[src/rtl/queen_solver_ctrl_if.sv]
// Host-side handshake and status bundle of the 8-queen sequencing controller.
// The host drives start/next; the controller drives status, readout and the backtrack count.
interface queen_solver_ctrl_if #(
   parameter int unsigned BT_W = 16
);
   logic            start;
   logic            next;
   logic            busy;
   logic            done;
   logic            no_solution;
   logic            out_valid;
   logic [2:0]      out_row;
   logic [BT_W-1:0] backtracks;

   modport master (
      output start, next,
      input  busy, done, no_solution, out_valid, out_row, backtracks
   );

   modport slave (
      input  start, next,
      output busy, done, no_solution, out_valid, out_row, backtracks
   );
endinterface

[src/rtl/queen_solver_ctrl.sv]
// Sequencing FSM for the 8-queen datapath: iterative backtracking search with
// row-by-row solution readout and resume-for-next-solution support.
module queen_solver_ctrl #(
   parameter int unsigned BT_W = 16
) (
   input  logic                clk,
   input  logic                reset,
   queen_solver_ctrl_if.slave  host,
   input  logic                cout,
   input  logic                down_counter_zero,
   input  logic                last_queen_counter_zero,
   input  logic                last_cell,
   input  logic                safe,
   output logic                enable_output,
   output logic                shift_right,
   output logic                counter_reset,
   output logic                count_up,
   output logic                count_down,
   output logic                count,
   output logic                load_counter
);

   localparam logic [3:0] S_IDLE = 4'd0;
   localparam logic [3:0] S_INIT = 4'd1;
   localparam logic [3:0] S_CHK  = 4'd2;
   localparam logic [3:0] S_CMP  = 4'd3;
   localparam logic [3:0] S_ADV  = 4'd4;
   localparam logic [3:0] S_OUT0 = 4'd5;
   localparam logic [3:0] S_OUT  = 4'd6;
   localparam logic [3:0] S_DONE = 4'd7;
   localparam logic [3:0] S_RES  = 4'd8;
   localparam logic [3:0] S_FAIL = 4'd9;

   localparam logic [BT_W-1:0] BT_ONE = {{(BT_W-1){1'b0}}, 1'b1};
   localparam logic [BT_W-1:0] BT_MAX = '1;

   logic [3:0]      state;
   logic [3:0]      state_nxt;
   logic [2:0]      idx;
   logic [BT_W-1:0] bt_q;
   logic            nosol_q;
   logic            wrap_back;
   logic            exhausted;

   // Row wraps from column 7: back up one row, or give up when already at row 0.
   assign wrap_back = (state == S_ADV) && last_cell && !last_queen_counter_zero;
   assign exhausted = (state == S_ADV) && last_cell &&  last_queen_counter_zero;

   always_comb begin
      state_nxt     = state;
      enable_output = 1'b0;
      shift_right   = 1'b0;
      counter_reset = 1'b0;
      count_up      = 1'b0;
      count_down    = 1'b0;
      count         = 1'b0;
      load_counter  = 1'b0;
      case (state)
         S_IDLE, S_FAIL: begin
            if (host.start) state_nxt = S_INIT;
         end
         S_INIT: begin
            counter_reset = 1'b1;
            state_nxt     = S_CHK;
         end
         S_CHK: begin
            if (cout) begin
               state_nxt = S_OUT0;
            end else if (last_queen_counter_zero) begin
               count_up = 1'b1;
            end else begin
               load_counter = 1'b1;
               state_nxt    = S_CMP;
            end
         end
         S_CMP: begin
            if (!safe) begin
               state_nxt = S_ADV;
            end else if (down_counter_zero) begin
               count_up  = 1'b1;
               state_nxt = S_CHK;
            end else begin
               count = 1'b1;
            end
         end
         S_ADV: begin
            shift_right = 1'b1;
            if (!last_cell)                   state_nxt = S_CHK;
            else if (last_queen_counter_zero) state_nxt = S_FAIL;
            else                              count_down = 1'b1;
         end
         S_OUT0: begin
            counter_reset = 1'b1;
            state_nxt     = S_OUT;
         end
         S_OUT: begin
            enable_output = 1'b1;
            count_up      = 1'b1;
            if (idx == 3'd7) state_nxt = S_DONE;
         end
         S_DONE: begin
            if (host.next) state_nxt = S_RES;
         end
         S_RES: begin
            count_down = 1'b1;
            state_nxt  = S_ADV;
         end
         default: state_nxt = S_IDLE;
      endcase
   end

   always_ff @(posedge clk or negedge reset) begin
      if (!reset) begin
         state   <= S_IDLE;
         idx     <= '0;
         bt_q    <= '0;
         nosol_q <= 1'b0;
      end else begin
         state <= state_nxt;
         if ((state == S_IDLE || state == S_FAIL) && host.start) begin
            bt_q    <= '0;
            nosol_q <= 1'b0;
         end
         if (wrap_back && bt_q != BT_MAX) bt_q <= bt_q + BT_ONE;
         if (exhausted) nosol_q <= 1'b1;
         if (state == S_OUT0) idx <= '0;
         else if (state == S_OUT) idx <= idx + 3'd1;
      end
   end

   assign host.busy        = !(state == S_IDLE || state == S_DONE || state == S_FAIL);
   assign host.done        = (state == S_DONE);
   assign host.no_solution = nosol_q;
   assign host.out_valid   = (state == S_OUT);
   assign host.out_row     = (state == S_OUT) ? idx : 3'd0;
   assign host.backtracks  = bt_q;

endmodule

[src/flat_wrapper.sv]
// flat-port wrapper written by rule: the top's interface ports become plain ports
module queen_solver_ctrl_flat 
#(
   parameter int unsigned BT_W = 16
)
  (clk, reset, cout, down_counter_zero, last_queen_counter_zero, last_cell, safe, enable_output, shift_right, counter_reset, count_up, count_down, count, load_counter, host_start, host_next, host_busy, host_done, host_no_solution, host_out_valid, host_out_row, host_backtracks);
  queen_solver_ctrl_if #(.BT_W(BT_W)) host_i ();
  input  logic clk;
  input  logic reset;
  input  logic cout;
  input  logic down_counter_zero;
  input  logic last_queen_counter_zero;
  input  logic last_cell;
  input  logic safe;
  output logic enable_output;
  output logic shift_right;
  output logic counter_reset;
  output logic count_up;
  output logic count_down;
  output logic count;
  output logic load_counter;
  input wire logic [$bits(host_i.start)-1:0] host_start;
  input wire logic [$bits(host_i.next)-1:0] host_next;
  output wire logic [$bits(host_i.busy)-1:0] host_busy;
  output wire logic [$bits(host_i.done)-1:0] host_done;
  output wire logic [$bits(host_i.no_solution)-1:0] host_no_solution;
  output wire logic [$bits(host_i.out_valid)-1:0] host_out_valid;
  output wire logic [$bits(host_i.out_row)-1:0] host_out_row;
  output wire logic [$bits(host_i.backtracks)-1:0] host_backtracks;
  assign host_i.start = host_start;
  assign host_i.next = host_next;
  assign host_busy = host_i.busy;
  assign host_done = host_i.done;
  assign host_no_solution = host_i.no_solution;
  assign host_out_valid = host_i.out_valid;
  assign host_out_row = host_i.out_row;
  assign host_backtracks = host_i.backtracks;
  queen_solver_ctrl #(.BT_W(BT_W)) u_core (.clk(clk), .reset(reset), .host(host_i), .cout(cout), .down_counter_zero(down_counter_zero), .last_queen_counter_zero(last_queen_counter_zero), .last_cell(last_cell), .safe(safe), .enable_output(enable_output), .shift_right(shift_right), .counter_reset(counter_reset), .count_up(count_up), .count_down(count_down), .count(count), .load_counter(load_counter));
endmodule
[config.mk]
export PLATFORM = sky130hd
export DESIGN_NAME = queen_solver_ctrl_flat
export DESIGN_NICKNAME = d
export VERILOG_FILES = /design/src/rtl/queen_solver_ctrl_if.sv /design/src/rtl/queen_solver_ctrl.sv /design/src/flat_wrapper.sv
export SDC_FILE = /design/constraint.sdc
export NUM_CORES = 1
export LEC_CHECK = 0
export ABC_AREA = 1
export CORE_MARGIN = 4
export CORE_UTILIZATION = 40
export DETAILED_ROUTE_END_ITERATION = 8
export PLACE_DENSITY = 0.66
export SLEW_MARGIN = 25
export SYNTH_ARGS = -nofsm -noshare
export SYNTH_HDL_FRONTEND = slang
export SYNTH_SLANG_ARGS = --single-unit
[constraint.sdc]
create_clock -name clk -period 3.5 [get_ports clk]
set_clock_uncertainty 0.15 [all_clocks]
set_input_delay 0.875 -clock clk [delete_from_list [all_inputs] [get_ports clk]]
set_output_delay 0.875 -clock clk [all_outputs]
set_load 0.1 [all_outputs]
==> results.cfg <==
[run_status]
status = finished, final reports clean

[sta]
setup_viol_count_final = 0
fin_tns_setup_ps = 0
rsz0062_at_grt = false
min_period_ps = 3090
period_share_pct = 88.4
timing.fmax_mhz = 323
slew_violations = 0
max_slew_margin_pct = 56.4
tightestPinTransition_ps = 653
hold_violations = 0

[clocking]
root_buffer = clkbuf_8
cts_resized = 0
cts_tree = done
cts_hold_buf = 0
post_cts_buffers = 0
htree_levels = 1
clockBufferDepth = 2
clk_latency_ps = 260
clkSinkCount = 24
tritoncts.num_buffers = 3
clkTransAtPathRegs_ps = 90

[final_layout]
syn2layout_area_growth_pct = 28.1
fin_util_pct = 52.8
design_area_um2 = 2110
stdcell_count = 346
register_area_um2 = 601
multiInputGateArea_um2 = 916
fillCellCount = 400
nNetsFinal = 309
diodes = 0
layout-drive-gt1-share_pct = 17.6

[synth]
synth_fa_ha_area_share_pct = 2.27
synth_cell_type_count = 24
synthesis.nets = 269
ys_ff_latch = 24
syn_area_per_cell_um2 = 6.42
syn_area_um2 = 1650
synth.area.mux_share_pct = 0
yosys.area_share.xor_xnor_pct = 0.531
synth_top_family_by_area = simple AND/OR/NAND/NOR gates
synth-simple-area-share_pct = 46.4
ys_warn_count = 0
syn_inst = 257
synth_compound_area_share_pct = 5.69
yosysSeqAreaShare_pct = 36.4

[power]
power_density_nw_per_um2 = 692
vdd_drop_max_v = 0.000477
leakage_nw = 1.15
total_power_mw = 1.46

[routing]
drc = 0
wl_mm = 4.05
vias_per_cell = 4.89
ant_nets = 0
wl_per_cell_um = 11.7
via_count = 1693
first_iter_violations = 65
first_pass_iters = 4

[placement]
dp.cells = 342
dp_hpwl_mm = 3.13
dpl_cell_area_um2 = 2060
portBuffers = 38
gp_congestion = 0.866

[critical_path]
startpoint_type = input port
crit_fanout = 4
critical_path_class = in2out
arrival_ps = 2070
worst-endpoint-required_ps = 2470
end_kind = output pin

[die]
die_x_um = 72.2
die_h_um = 72.2
start_util_pct = 41.3
fp-row-count = 23
fp.coreArea_um2 = 4000
ios = 39
die_area_um2 = 5220

[grt]
grt_max_degree = 25
grt_pass1_vias = 1525
track_usage_pct = 16.3
grt_pass1_wl_mm = 6.76
gr-total-overflow = 0
antenna_found_initial = 0

[min_path]
hold_class = reg2reg

[run]
drv_cap = 0
report_power, final:
group          internal, mW  switching, mW
logic                 0.211          0.677
registers             0.327         0.0545
clock network         0.100         0.0911
cells by family (layout without fill, tap and decap cells):
group,after synthesis,count (layout)
buffers and inverters,35,74
AOI/OAI and AO/OA,16,16
and+or+nand+nor,178,178
xor gates and xnor gates,1,1
DFF,24,24
adders and majority gates,3,3
synth_stat cells:
cell type	instances	area, um^2
o211ai_1	1	7.51
nor3_4	1	16.3
or2_2	5	31.3
nor2_2	1	6.26
xnor2_1	1	8.76
o21bai_1	3	22.5
nor2_1	37	139
nor3_1	1	5.00
and2_1	1	6.26
nand2_1	87	327
o21ai_2	1	8.76
a21oi_1	2	10.0
nand3_1	41	205
buf_4	3	22.5
o21ai_1	3	15.0
o21ai_0	6	30.0
ha_1	3	37.5
buf_2	1	5.00
nand4_1	2	12.5
nand2_2	1	6.26
inv_1	27	101
nor2_4	1	11.3
dfrtp_1	24	601
inv_2	4	15.0
cell usage in the layout, fill, tap and decap left out, types with 2 or more instances in the layout:
cell type	Yosys	final
o21ai_1	3	3
o21ai_0	6	6
inv_1	27	27
buf_4	3	27
ha_1	3	3
inv_2	4	4
o21bai_1	3	3
nand2_1	87	87
a21oi_1	2	2
buf_12	0	4
nand3_1	41	41
or2_2	5	5
nor2_2	1	3
dfrtp_1	24	24
clkbuf_8	0	4
clkdlybuf4s50_1	0	8
nand4_1	2	2
nor2_1	37	35
flip-flops by register name, summed over array words and instances, names as in the netlist:
signal,cells
u_core.state,4
u_core.idx,3
u_core.host.no_solution,1
u_core.host.backtracks,16
layer usage:
| layer | global-route usage, % | wire [um] | vias to the layer above |
|---|---|---|---|
| met3 | 3.05 | 227 | 2 |
| met1 | 20.3 | 1820 | 756 |
| met4 | 3.76 | 17 | 0 |
| li1 | - | - | 893 |
| met5 | 0 | 0 | - |
| met2 | 29.0 | 1990 | 42 |
through the flow:
step                      setup slack (ps)  hold slack [ps]
after global placement                 413              370
after global routing                   332              427
after floorplan                        303              354
after CTS                              402              390
after detailed placement               403              368
final                                  406              374
worst paths after layout:
check / from / endpoint / slack [ps] / cells after the start
hold reg to reg: u_core.host.no_solution / u_core.host.no_solution / 370 / 2
setup reg to reg: u_core.host.backtracks[0] / u_core.host.backtracks[15] / 1490 / 7
min in group asynchronous: reset / u_core.host.backtracks[11] / 820 / 2
setup / recovery: last_queen_counter_zero / count_down / 410 / 7
hold / removal: u_core.host.no_solution / u_core.host.no_solution / 370 / 2
max in group asynchronous: reset / u_core.host.backtracks[12] / 2140 / 2
final cells by class:
type	count	area share [%]
Tap cell	50	2.96
Inverter	31	5.51
Multi-Input combinational cell	198	43.3
Sequential cell	24	28.4
Clock buffer	4	2.61
Timing Repair Buffer	39	17.2
worst max-delay path, cell delays in order:
cell	delay, ps
clkdlybuf4s50_1	430
inv_1	100
nand2_1	90
nor3_4	200
inv_2	80
nand2_1	110
buf_12	180
Note: power is estimated with default switching activity, not from simulation.
